### src/rtl/pond_arb_pkg.sv
// pond_arb_pkg: shared widths, buffer depth and pending-write entry type for the pond port arbiter
package pond_arb_pkg;
  localparam int POND_ADDR_W = 5;
  localparam int POND_DATA_W = 16;
  localparam int POND_WBUF_DEPTH = 2;
  typedef struct packed {
    logic                   valid;
    logic [POND_ADDR_W-1:0] addr;
    logic [POND_DATA_W-1:0] data;
  } wbuf_entry_t;
endpackage

### src/rtl/pond_wbuf.sv
// pond_wbuf: in-order pending-write FIFO (entry 0 is oldest) with per-entry address match
module pond_wbuf
  import pond_arb_pkg::*;
#(
  parameter int DEPTH = POND_WBUF_DEPTH,
  localparam int CW = $clog2(DEPTH + 1)
) (
  input  logic                   clk,
  input  logic                   rst,
  input  logic                   en_i,
  input  logic                   clr_i,
  input  logic                   push_i,
  input  logic                   pop_i,
  input  wbuf_entry_t            push_ent_i,
  input  logic [POND_ADDR_W-1:0] match_addr_i,
  output wbuf_entry_t            head_o,
  output logic [CW-1:0]          count_o,
  output logic [DEPTH-1:0]       match_o,
  output logic [POND_DATA_W-1:0] hit_data_o
);
  wbuf_entry_t   ent_q [DEPTH];
  wbuf_entry_t   ent_d [DEPTH];
  logic [CW-1:0] count_q, count_d, widx;
  assign head_o  = ent_q[0];
  assign count_o = count_q;
  // pop shifts everything toward the head; a push lands right behind the last surviving entry
  always_comb begin
    widx    = pop_i ? count_q - CW'(1) : count_q;
    count_d = count_q + CW'(push_i) - CW'(pop_i);
    for (int i = 0; i < DEPTH; i++) begin
      ent_d[i] = ent_q[i];
      if (pop_i) ent_d[i] = (i == DEPTH - 1) ? wbuf_entry_t'('0) : ent_q[(i + 1) % DEPTH];
      if (push_i && widx == CW'(i)) ent_d[i] = push_ent_i;
    end
  end
  // address compare per entry; later (younger) matches override older ones for the hit data
  always_comb begin
    match_o    = '0;
    hit_data_o = '0;
    for (int i = 0; i < DEPTH; i++) begin
      match_o[i] = ent_q[i].valid && ent_q[i].addr == match_addr_i;
      if (match_o[i]) hit_data_o = ent_q[i].data;
    end
  end
  // buffer state: cleared by reset or flush, frozen when the pipeline is stalled
  always_ff @(posedge clk or posedge rst)
    if (rst) begin
      count_q <= '0;
      ent_q   <= '{default: '0};
    end else if (en_i && clr_i) begin
      count_q <= '0;
      ent_q   <= '{default: '0};
    end else if (en_i) begin
      count_q <= count_d;
      ent_q   <= ent_d;
    end
endmodule

### src/rtl/pond_port_arb.sv
// pond_port_arb: single SRAM port arbiter, reads win, writes deferred in order; POND_ARB_FWD_EN enables read forwarding from the write buffer
module pond_port_arb
  import pond_arb_pkg::*;
#(
  parameter int ADDR_W     = POND_ADDR_W,
  parameter int DATA_W     = POND_DATA_W,
  parameter int WBUF_DEPTH = POND_WBUF_DEPTH
) (
  input  logic              clk,
  input  logic              rst,
  input  logic              clk_en,
  input  logic              flush,
  input  logic              wr_req,
  input  logic [ADDR_W-1:0] wr_addr,
  input  logic [DATA_W-1:0] wr_data,
  output logic              wr_ready,
  input  logic              rd_req,
  input  logic [ADDR_W-1:0] rd_addr,
  output logic              rd_ready,
  output logic              rd_valid,
  output logic [DATA_W-1:0] rd_data,
  output logic              mem_en,
  output logic              mem_wen,
  output logic [ADDR_W-1:0] mem_addr,
  output logic [DATA_W-1:0] mem_wdata,
  input  logic [DATA_W-1:0] mem_rdata
);
  localparam int CW = $clog2(WBUF_DEPTH + 1);
`ifdef POND_ARB_FWD_EN
  localparam bit FWD = 1'b1;
`else
  localparam bit FWD = 1'b0;
`endif
  wbuf_entry_t           head, push_ent;
  logic [CW-1:0]         count;
  logic [WBUF_DEPTH-1:0] match;
  logic [DATA_W-1:0]     hit_data;
  logic live, full, hazard, rd_acc, wr_acc, fwd_hit, rd_port, drain, direct, push;
  logic rd_valid_q, fwd_q;
  logic [DATA_W-1:0] fwd_data_q;
  pond_wbuf #(.DEPTH(WBUF_DEPTH)) u_wbuf (
    .clk(clk), .rst(rst), .en_i(clk_en), .clr_i(flush), .push_i(push), .pop_i(drain),
    .push_ent_i(push_ent), .match_addr_i(rd_addr), .head_o(head), .count_o(count),
    .match_o(match), .hit_data_o(hit_data)
  );
  // port arbitration: read > buffered drain > direct write; a full buffer forces a drain
  always_comb begin
    live     = clk_en & ~rst & ~flush;
    full     = count == CW'(WBUF_DEPTH);
    hazard   = ~FWD & |match;
    wr_ready = live & ~full;
    rd_ready = live & ~full & ~hazard;
    rd_acc   = rd_req & rd_ready;
    wr_acc   = wr_req & wr_ready;
    fwd_hit  = FWD & rd_acc & |match;
    rd_port  = rd_acc & ~fwd_hit;
    drain    = live & ~rd_port & head.valid;
    direct   = wr_acc & ~rd_port & ~head.valid;
    push     = wr_acc & (rd_port | head.valid);
    push_ent = '{valid: 1'b1, addr: wr_addr, data: wr_data};
    mem_en   = rd_port | drain | direct;
    mem_wen  = drain | direct;
    mem_addr = rd_port ? rd_addr : drain ? head.addr : wr_addr;
    mem_wdata = drain ? head.data : wr_data;
  end
  // read response: valid one cycle after acceptance; forwarded data is captured at acceptance
  always_ff @(posedge clk or posedge rst)
    if (rst) begin
      rd_valid_q <= 1'b0;
      fwd_q      <= 1'b0;
      fwd_data_q <= '0;
    end else if (clk_en) begin
      rd_valid_q <= rd_acc;
      fwd_q      <= fwd_hit;
      if (fwd_hit) fwd_data_q <= hit_data;
    end
  assign rd_valid = rd_valid_q;
  assign rd_data  = fwd_q ? fwd_data_q : mem_rdata;
endmodule

### config.mk
export PLATFORM = sky130hd
export DESIGN_NAME = pond_port_arb
export DESIGN_NICKNAME = d
export VERILOG_FILES = /design/src/rtl/pond_arb_pkg.sv /design/src/rtl/pond_wbuf.sv /design/src/rtl/pond_port_arb.sv
export SDC_FILE = /design/constraint.sdc
export NUM_CORES = 1
export LEC_CHECK = 0
export BUFFER_PORTS_ARGS = -buffer_cell sky130_fd_sc_hd__buf_2
export CAP_MARGIN = 25
export CORE_UTILIZATION = 32
export CTS_CLUSTER_DIAMETER = 60
export CTS_CLUSTER_SIZE = 25
export DETAILED_ROUTE_END_ITERATION = 8
export PLACE_DENSITY = 0.51
export SLEW_MARGIN = 20
export SYNTH_ARGS = -nofsm -noshare
export SYNTH_HDL_FRONTEND = slang
export SYNTH_SLANG_ARGS = --single-unit
### constraint.sdc
create_clock -name clk -period 5.2 [get_ports clk]
set_clock_uncertainty 0.1 [all_clocks]
set_input_delay 0.26 -clock clk [delete_from_list [all_inputs] [get_ports clk]]
set_output_delay 0.26 -clock clk [all_outputs]
set_load 0.005 [all_outputs]
==> results of run 1 <==
==> state kept, by name, indices dropped and copies added, names as in the netlist <==
name / cells
u_wbuf.ent_q: 22
rd_valid: 1
u_wbuf.count_o: 2
u_wbuf.head_o: 22
==> worst reg2reg max path, delay by kind of cell (launching register included) <==
family	cells	cell delay, ns
fa+ha+maj	2	0.73
flops	1	0.42
simple gates	2	1.04
buf+inv	4	1.14
compound gates	4	0.63
==> cell usage after synthesis, drive strengths merged <==
cell / count
nand2: 124
and2: 6
nand3b: 1
dfrtp: 47
clkbuf: 17
nor2: 9
nor3: 22
clkinv: 1
nand2b: 1
ha: 3
xnor2: 10
nand3: 1
a211oi: 2
a221o: 21
o22ai: 1
inv: 4
o2bb2ai: 1
and3: 1
xor2: 1
o21ai: 33
o211ai: 1
nor2b: 2
mux2i: 5
a21o: 1
a21oi: 1
o31a: 1
nand4: 2
buf: 21
==> cell families (layout without fill, tap and decap cells) <==
group | after synthesis | after routing | share of synthesized area
fa+ha+maj | 3 | 3 | 0.0136
buf+inv | 43 | 76 | 0.0825
mux | 5 | 5 | 0.0181
flops | 47 | 47 | 0.426
xor+xnor | 11 | 11 | 0.0349
compound gates | 62 | 62 | 0.168
simple gates | 169 | 169 | 0.257
==> cells in the final DEF, fill, tap and decap left out, types with 2 or more instances in the layout <==
master,Yosys,routed
nand2_1,124,124
buf_2,4,57
dfrtp_1,47,47
o21ai_0,28,28
nor3_1,21,21
a221o_1,21,21
xnor2_1,10,10
nor2_1,9,8
clkbuf_8,0,7
and2_1,6,6
buf_4,16,6
mux2i_1,5,5
o21ai_2,3,3
inv_1,4,3
ha_1,3,3
nand4_1,2,2
a211oi_4,1,2
o21ai_1,2,2
==> power by group <==
part           internal (W)  switching (W)
Clock              0.000122       0.000124
Sequential         0.000367     0.00000129
Combinational     0.0000287      0.0000483
Total              0.000517       0.000173
==> area by class of cell <==
cell class	count	area, µm²	share of cell area
Timing Repair Buffer	63	330	0.106
Inverter	5	18.8	0.00601
Tap cell	105	131	0.0421
Sequential cell	47	1180	0.376
Clock buffer	8	100	0.0320
Multi-Input combinational cell	250	1370	0.438
==> path summary, 6_finish.rpt <==
path	start	to	slack (ns)
setup / recovery	u_wbuf.count_o[1]$_DFFE_PP0P_	u_wbuf.head_o[8]$_DFFE_PP0P_	1.07
hold / removal	rst	u_wbuf.count_o[0]$_DFFE_PP0P_	0.05
setup reg to reg	u_wbuf.count_o[1]$_DFFE_PP0P_	u_wbuf.head_o[8]$_DFFE_PP0P_	1.07
hold reg to reg	u_wbuf.head_o[11]$_DFFE_PP0P_	u_wbuf.head_o[11]$_DFFE_PP0P_	0.42
max in group asynchronous	rst	u_wbuf.head_o[9]$_DFFE_PP0P_	4.51
min in group clk	wr_data[15]	u_wbuf.ent_q[15]$_DFFE_PP0P_	0.10
==> metrics by stage <==
step | setup WS (ns) | hold WS [ns] | std cells | cell area (µm²)
2_1_floorplan | 1.66 | 0.259 | 340 | 2760
3_3_place_gp | 1.15 | 0.398 | 470 | 3020
3_5_place_dp | 1.02 | 0.398 | 470 | 3020
4_1_cts | 0.997 | 0.0861 | 478 | 3120
5_1_grt | 0.680 | 0.103 | 478 | 3120
6_report | 1.07 | 0.0546 | 478 | 3120
==> routing by layer <==
| layer | wire length [µm] | share of wire | vias up | track usage |
|---|---|---|---|---|
| met5 | 0 | 0 | - | 0 |
| met4 | 46 | 0.0067 | 0 | 0.0404 |
| met3 | 341 | 0.050 | 4 | 0.0314 |
| met2 | 3280 | 0.48 | 53 | 0.277 |
| met1 | 3180 | 0.46 | 1145 | 0.219 |
| li1 | - | - | 1190 | - |
==> flow_summary.json, run 1 <==
{
  "grt_max_degree": 49,
  "path_cells": "ha_1, nor3_4, o21ai_2, o21ai_2, buf_4, clkinv_1, ha_1, inv_1, a211oi_4, buf_4, nor2_2, a221o_1",
  "worst_pin_slew_ns": 0.972,
  "drive_above_1_share": 0.212,
  "max_freq_mhz": 242,
  "worst-path-buf-inv": 4,
  "slowest_delay_ns": 0.81,
  "setup_viol": 0,
  "firstDrtPassIters": 4,
  "die_y_um": 94.9,
  "dpl.hpwl_um": 4630,
  "cts_resized": 0,
  "cp.required_ns": 5.33,
  "synth_seq_cells": 47,
  "netlist_area_um2": 2760,
  "fp.coreArea_um2": 8300,
  "cp.arrival_ns": 4.27,
  "post_drt_wl_per_cell_um": 14.3,
  "timing.final.crit_share": 0.795,
  "crit_cells": 12,
  "nFillCells": 874,
  "cp_top_family": "buffers and inverters",
  "port_buffers": 57,
  "report.final.slew_viol_count": 0,
  "postCtsSetupBuffers": 0,
  "wirelength_um": 6840,
  "nNetsFinal": 423,
  "synth_area_leaders": "dfrtp_1 (43%), nand2_1 (17%), a221o_1 (7.6%)",
  "leakagePower_nw": 1.47,
  "timing_hold_violations_final": 0,
  "end_kind": "flip-flop",
  "dieArea_um2": 9000,
  "numClockSinks": 47,
  "criticalPathCategory": "flip-flop to flip-flop",
  "first_iter_violations": 101,
  "die_w_um": 94.9,
  "hold_path.class": "primary input to async pin",
  "ir_drop_mv": 0.0987,
  "ioPinCount": 90,
  "synth_cell_types": 35,
  "clk_latency_ns": 0.30,
  "syn_nets": 391,
  "rsz0062_at_grt": "no",
  "cts_tree": "yes",
  "power.total_w": 0.000691,
  "status": "completed",
  "drtAntennaViolNets": 0,
  "slew_headroom": 0.351,
  "ys_seq_area_frac": 0.426,
  "path_clk_slew_ns": 0.09,
  "drc_errors": 0,
  "clk_path_buf_depth": 2,
  "overflow": 0,
  "synth_cells": 340,
  "cp-start-kind": "flip-flop",
  "antenna_found_initial": 0,
  "dr_total_vias": 2392,
  "ys_warn_count": 0,
  "slowest_stage": "nor2_2",
  "syn_to_final_growth_pct": 13.2,
  "start_util": 0.332,
  "fp-row-count": 33,
  "grt_use_total": 0.166,
  "n_antenna_cell": 0,
  "gp_congestion": 0.776,
  "tns_ns": 0,
  "fin_util": 0.376,
  "synth.top_cell.area_share": 0.426,
  "cts_root_buf": "clkbuf_8",
  "drv_cap": 0,
  "synth_top_area_cell": "dfrtp_1",
  "p_per_area_nw_per_um2": 221,
  "grt_pass1_vias": 2361,
  "fin_crit_ns": 4.13,
  "grt_first_pass_wirelength_um": 11600,
  "ctsHoldBuffers": 0,
  "cts_buffers": 5,
  "h-tree-depth": 2,
  "reg2reg_depth": 12,
  "viasPerCell": 5.00,
  "avgSynthCellArea_um2": 8.11,
  "crit_fanout": 44
}
(Power assumes the default switching activity.)
==> run 2, diff against run 1 <==
Settings changed: PLACE_DENSITY 0.51 to 0.53.
Clock period 5.2 ns to 3.6 ns, I/O delays scaled along.
==> flow_summary.json, run 2 (synthesized netlist as in run 1, its figures left out) <==
{
  "status": "completed",
  "intPower_w": 0.000853,
  "drc_errors": 0,
  "antenna_found_initial": 0,
  "dp_slack_ns": 0.760,
  "place_inst": 474,
  "first_iter_violations": 113,
  "cp_top_family": "compound AO/OA/AOI/OAI gates",
  "timing.rr.start": "u_wbuf.count_o[1]$_DFFE_PP0P_",
  "overflow": 0,
  "die_w_um": 94.9,
  "syn_to_final_growth_pct": 16.3,
  "wirelength_um": 6600,
  "crit_end": "u_wbuf.head_o[7]$_DFFE_PP0P_",
  "rsz0062_at_grt": "no",
  "cts_root_buf": "clkbuf_8",
  "ir_drop_mv": 0.186,
  "regArea_um2": 1180,
  "tns_ns": 0,
  "drtAntennaViolNets": 0,
  "cp-start-kind": "flip-flop",
  "multi_input_area_um2": 1370,
  "cp.arrival_ns": 2.92,
  "slowest_stage": "dfrtp_1",
  "setup_viol": 0,
  "crit_cells": 11,
  "numClockSinks": 47,
  "criticalPathCategory": "flip-flop to flip-flop",
  "final.setup.worst_slack_ns": 0.764,
  "final_common_cell": "nand2_1",
  "slowest_delay_ns": 0.42,
  "layout.cells.non_filler": 483,
  "placed_area_um2": 3070,
  "hold_path.class": "primary input to flip-flop",
  "grt_pass1_vias": 2251,
  "cp.required_ns": 3.68,
  "r2r_slack_ns": 0.76,
  "swShare": 0.229,
  "power.switching_w": 0.000253,
  "grt_max_degree": 47,
  "comb_power_share": 0.103,
  "timing.final.crit_share": 0.788,
  "firstDrtPassIters": 4,
  "worst_pin_slew_ns": 0.600,
  "p_seq_frac": 0.481,
  "nNetsFinal": 428,
  "fp.coreArea_um2": 8300,
  "final_area_um2": 3210,
  "layout_common_cells": "nand2_1 (124), buf_2 (57), dfrtp_1 (47)",
  "n_antenna_cell": 0,
  "startpoint": "u_wbuf.count_o[1]$_DFFE_PP0P_",
  "grt_first_pass_wirelength_um": 11300,
  "report.final.slew_viol_count": 0,
  "path_cells": "ha_1, nor3_4, o21ai_2, o21ai_2, clkinv_1, ha_1, inv_1, a211oi_4, buf_4, nor3_1, a221o_1",
  "grt_use_total": 0.162,
  "dieArea_um2": 9000,
  "reg2reg_depth": 11,
  "cts_resized": 0,
  "dpl.hpwl_um": 4500,
  "clk_latency_ns": 0.30,
  "fin_crit_ns": 2.84,
  "ioPinCount": 90,
  "nFillCells": 857,
  "post_drt_wl_per_cell_um": 13.7,
  "slew_headroom": 0.600,
  "clk_path_buf_depth": 2,
  "die_y_um": 94.9,
  "end_kind": "flip-flop",
  "drv_cap": 0,
  "cts_tree": "yes",
  "hold_ws_ns": 0.0138,
  "clockPowerShare": 0.416,
  "cts_buffers": 5,
  "dr_total_vias": 2359,
  "r2r-end": "u_wbuf.head_o[7]$_DFFE_PP0P_",
  "crit_fanout": 20,
  "leakagePower_nw": 1.51,
  "max_freq_mhz": 353,
  "path_clk_slew_ns": 0.09,
  "viasPerCell": 4.88,
  "start_util": 0.332,
  "worst-path-buf-inv": 3,
  "timing_hold_violations_final": 0,
  "drive_above_1_share": 0.220,
  "gp_congestion": 0.781,
  "fp-row-count": 33,
  "port_buffers": 57,
  "p_per_area_nw_per_um2": 345,
  "h-tree-depth": 2
}
[run 2: layout make-up]
| class | count | area share |
|---|---|---|
| clock inverters | 2 | 0.0187 |
| multi-input cells | 250 | 0.426 |
| well taps | 105 | 0.0409 |
| flip-flops and latches | 47 | 0.366 |
| inverters | 5 | 0.00585 |
| repair buffers | 68 | 0.119 |
| clock buffers | 6 | 0.0226 |
[run 2: what timing repair did]
item | CTS | global route
endpoints found under the hold margin | 1 | 0
setup buffers | 0 | 0
hold buffers | 1 | 0
[run 2: worst min-delay path, delay by kind of cell]
kind	cells	cell delay (ns)
buffers and inverters	1	0.10
and+or+nand+nor	1	0.04
AOI/OAI and AO/OA	1	0.06
[run 2: worst min-delay path by stage]
stage,from,endpoint,slack (ns),cells past startpoint
final,wr_data[8],u_wbuf.ent_q[8]$_DFFE_PP0P_,0.01,3
after global routing,wr_data[8],u_wbuf.ent_q[8]$_DFFE_PP0P_,0.01,3
after CTS,wr_data[12],u_wbuf.ent_q[12]$_DFFE_PP0P_,0.008,3
after detailed placement,rst,rd_valid$_DFFE_PP0P_,-0.03,2
after global placement,rst,rd_valid$_DFFE_PP0P_,-0.03,2
after floorplan,clk_en,rd_valid$_DFFE_PP0P_,0.18,1
[run 2: power by group through the flow]
stage	clock [W]	sequential (W)	combinational, W
2_1_floorplan	0	0.000542	0.0000697
3_3_place_gp	0	0.000542	0.000115
3_5_place_dp	0	0.000542	0.000115
4_1_cts	0.000471	0.000532	0.000116
5_1_grt	0.000489	0.000532	0.000130
6_report	0.000460	0.000532	0.000113
[run 2: stage by stage]
step	total power, W	utilization
final	0.00111	0.387
after global routing	0.00115	0.387
after CTS	0.00112	0.387
after detailed placement	0.000657	0.370
after global placement	0.000657	0.370
after floorplan	0.000612	-
[run 2: per-layer routing]
| metal | track usage | share of wire |
|---|---|---|
| met1 | 0.233 | 0.51 |
| met3 | 0.0306 | 0.037 |
| met2 | 0.246 | 0.45 |
| met5 | 0 | 0 |
| met4 | 0.0467 | 0.011 |
==> run 3, diff against run 2 <==
Settings changed: PLACE_DENSITY 0.53 to 0.51.
Clock period 3.6 ns to 2.9 ns, I/O delays scaled along.
==> flow_summary.json, run 3 (synthesized netlist as in run 1, its figures left out) <==
{
  "n_antenna_cell": 0,
  "clk_latency_ns": 0.29,
  "fin_crit_ns": 2.74,
  "grt_max_degree": 48,
  "leakagePower_nw": 1.58,
  "timing_hold_violations_final": 3,
  "layout_common_cells": "nand2_1 (124), buf_2 (57), dfrtp_1 (47)",
  "end_kind": "flip-flop",
  "overflow": 0,
  "criticalPathCategory": "flip-flop to flip-flop",
  "layout.cells.non_filler": 505,
  "nNetsFinal": 451,
  "port_buffers": 57,
  "cts_root_buf": "clkbuf_8",
  "dpl.hpwl_um": 4560,
  "drv_cap": 0,
  "cp-start-kind": "flip-flop",
  "dp_slack_ns": 0.110,
  "firstDrtPassIters": 4,
  "max_freq_mhz": 365,
  "setup_viol": 0,
  "drt-met1-wl_um": 3300,
  "grt_use_total": 0.165,
  "timing.final.crit_share": 0.944,
  "tns_ns": 0,
  "rsz0062_at_grt": "no",
  "final_common_cell": "nand2_1",
  "syn_to_final_growth_pct": 23.4,
  "first_iter_violations": 103,
  "h-tree-depth": 2,
  "status": "finished with violations",
  "grt_first_pass_wirelength_um": 11500,
  "cts_buffers": 5,
  "drtAntennaViolNets": 0,
  "final.setup.worst_slack_ns": 0.162,
  "power.total_w": 0.00123,
  "wirelength_um": 6970,
  "worst_pin_slew_ns": 0.629,
  "gp_congestion": 0.754,
  "viasPerCell": 4.85,
  "regArea_um2": 1180,
  "fp.coreArea_um2": 8300,
  "start_util": 0.332,
  "crit_fanout": 29,
  "dieArea_um2": 9000,
  "hold_path.class": "primary input to async pin",
  "antenna_found_initial": 0,
  "slew_headroom": 0.581,
  "ioPinCount": 90,
  "post_drt_wl_per_cell_um": 13.8,
  "die_y_um": 94.9,
  "multi_input_area_um2": 1390,
  "grt_pass1_vias": 2318,
  "die_w_um": 94.9,
  "cts_tree": "yes",
  "met3_length_um": 283,
  "dr_total_vias": 2450,
  "place_inst": 479,
  "fp-row-count": 33,
  "numClockSinks": 47,
  "drc_errors": 0,
  "cp.arrival_ns": 2.81,
  "nFillCells": 839,
  "hold_ws_ns": -0.00268,
  "violations": "negative hold slack",
  "clk_path_buf_depth": 2,
  "report.final.slew_viol_count": 0,
  "wl_met2_um": 3330,
  "top_layer": "met4",
  "path_clk_slew_ns": 0.09,
  "drive_above_1_share": 0.230,
  "cp.required_ns": 2.98,
  "ir_drop_mv": 0.265,
  "p_per_area_nw_per_um2": 360
}
-- run 3: cell types whose count changed in the layout (fill, tap and decap cells not counted), sizes merged --
| cell | previous run | this run |
|---|---|---|
| dlygate4sd3 | 1 | 19 |
| bufinv | 2 | 0 |
| buf | 67 | 72 |
| clkinv | 1 | 2 |
| inv | 4 | 3 |
| clkinvlp | 0 | 1 |
-- run 3: final cells by class --
class	instances	area share
Clock buffer	6	0.0242
Clock inverter	1	0.00147
Inverter	5	0.00771
Multi-Input combinational cell	250	0.409
Sequential cell	47	0.345
Tap cell	105	0.0386
Timing Repair Buffer	91	0.174
-- run 3: layer usage --
metal  track usage  vias to the layer above
li1              -                     1249
met1         0.220                     1143
met2         0.277                       54
met3        0.0242                        4
met4        0.0455                        0
met5             0                        -
-- run 3: stage by stage --
| step | area, µm² | hold slack (ns) | utilization |
|---|---|---|---|
| 6_report | 3410 | -0.00268 | 0.410 |
| 5_1_grt | 3410 | 0.00981 | 0.410 |
| 4_1_cts | 3400 | 0.00369 | 0.410 |
| 3_5_place_dp | 3120 | 0.190 | 0.376 |
| 3_3_place_gp | 3120 | 0.190 | 0.376 |
| 2_1_floorplan | 2820 | 0.0771 | - |
-- run 3: what timing repair did --
| item | CTS | global route |
|---|---|---|
| setup endpoints to repair | 0 | 13 |
| endpoints found under the hold margin | 19 | 0 |
| setup buffers | 0 | 0 |
| gates resized for setup | 0 | 1 |
| hold buffers | 19 | 0 |
-- run 3: report_power, final --
part	switching [W]	total [W]	internal [W]
sequential	0.00000229	0.000660	0.000658
combinational	0.0000890	0.000162	0.0000725
clock	0.000218	0.000405	0.000188
-- run 3: final timing paths --
| kind | startpoint | endpoint | slack [ns] | cells past startpoint |
|---|---|---|---|---|
| worst max-delay path | u_wbuf.count_o[1]$_DFFE_PP0P_ | u_wbuf.head_o[12]$_DFFE_PP0P_ | 0.16 | 11 |
| worst min-delay path | rst | u_wbuf.count_o[1]$_DFFE_PP0P_ | -0.003 | 3 |
| worst max register to register | u_wbuf.count_o[1]$_DFFE_PP0P_ | u_wbuf.head_o[12]$_DFFE_PP0P_ | 0.16 | 11 |
| worst min register to register | u_wbuf.head_o[1]$_DFFE_PP0P_ | u_wbuf.head_o[1]$_DFFE_PP0P_ | 0.41 | 1 |
| max in group asynchronous | rst | u_wbuf.head_o[9]$_DFFE_PP0P_ | 2.29 | 3 |
| min in group clk | wr_addr[0] | u_wbuf.ent_q[16]$_DFFE_PP0P_ | 0 | 3 |
-- run 3: worst max-delay path: stages, from the launching register on --
cell and delay (ns):
dfrtp_1 0.43, ha_1 0.23, nor3_4 0.24, o21ai_2 0.11
o21ai_4 0.17, clkinv_2 0.10, ha_4 0.30, inv_4 0.04
a211oi_4 0.26, buf_6 0.28, nor3_1 0.09, a221o_1 0.27
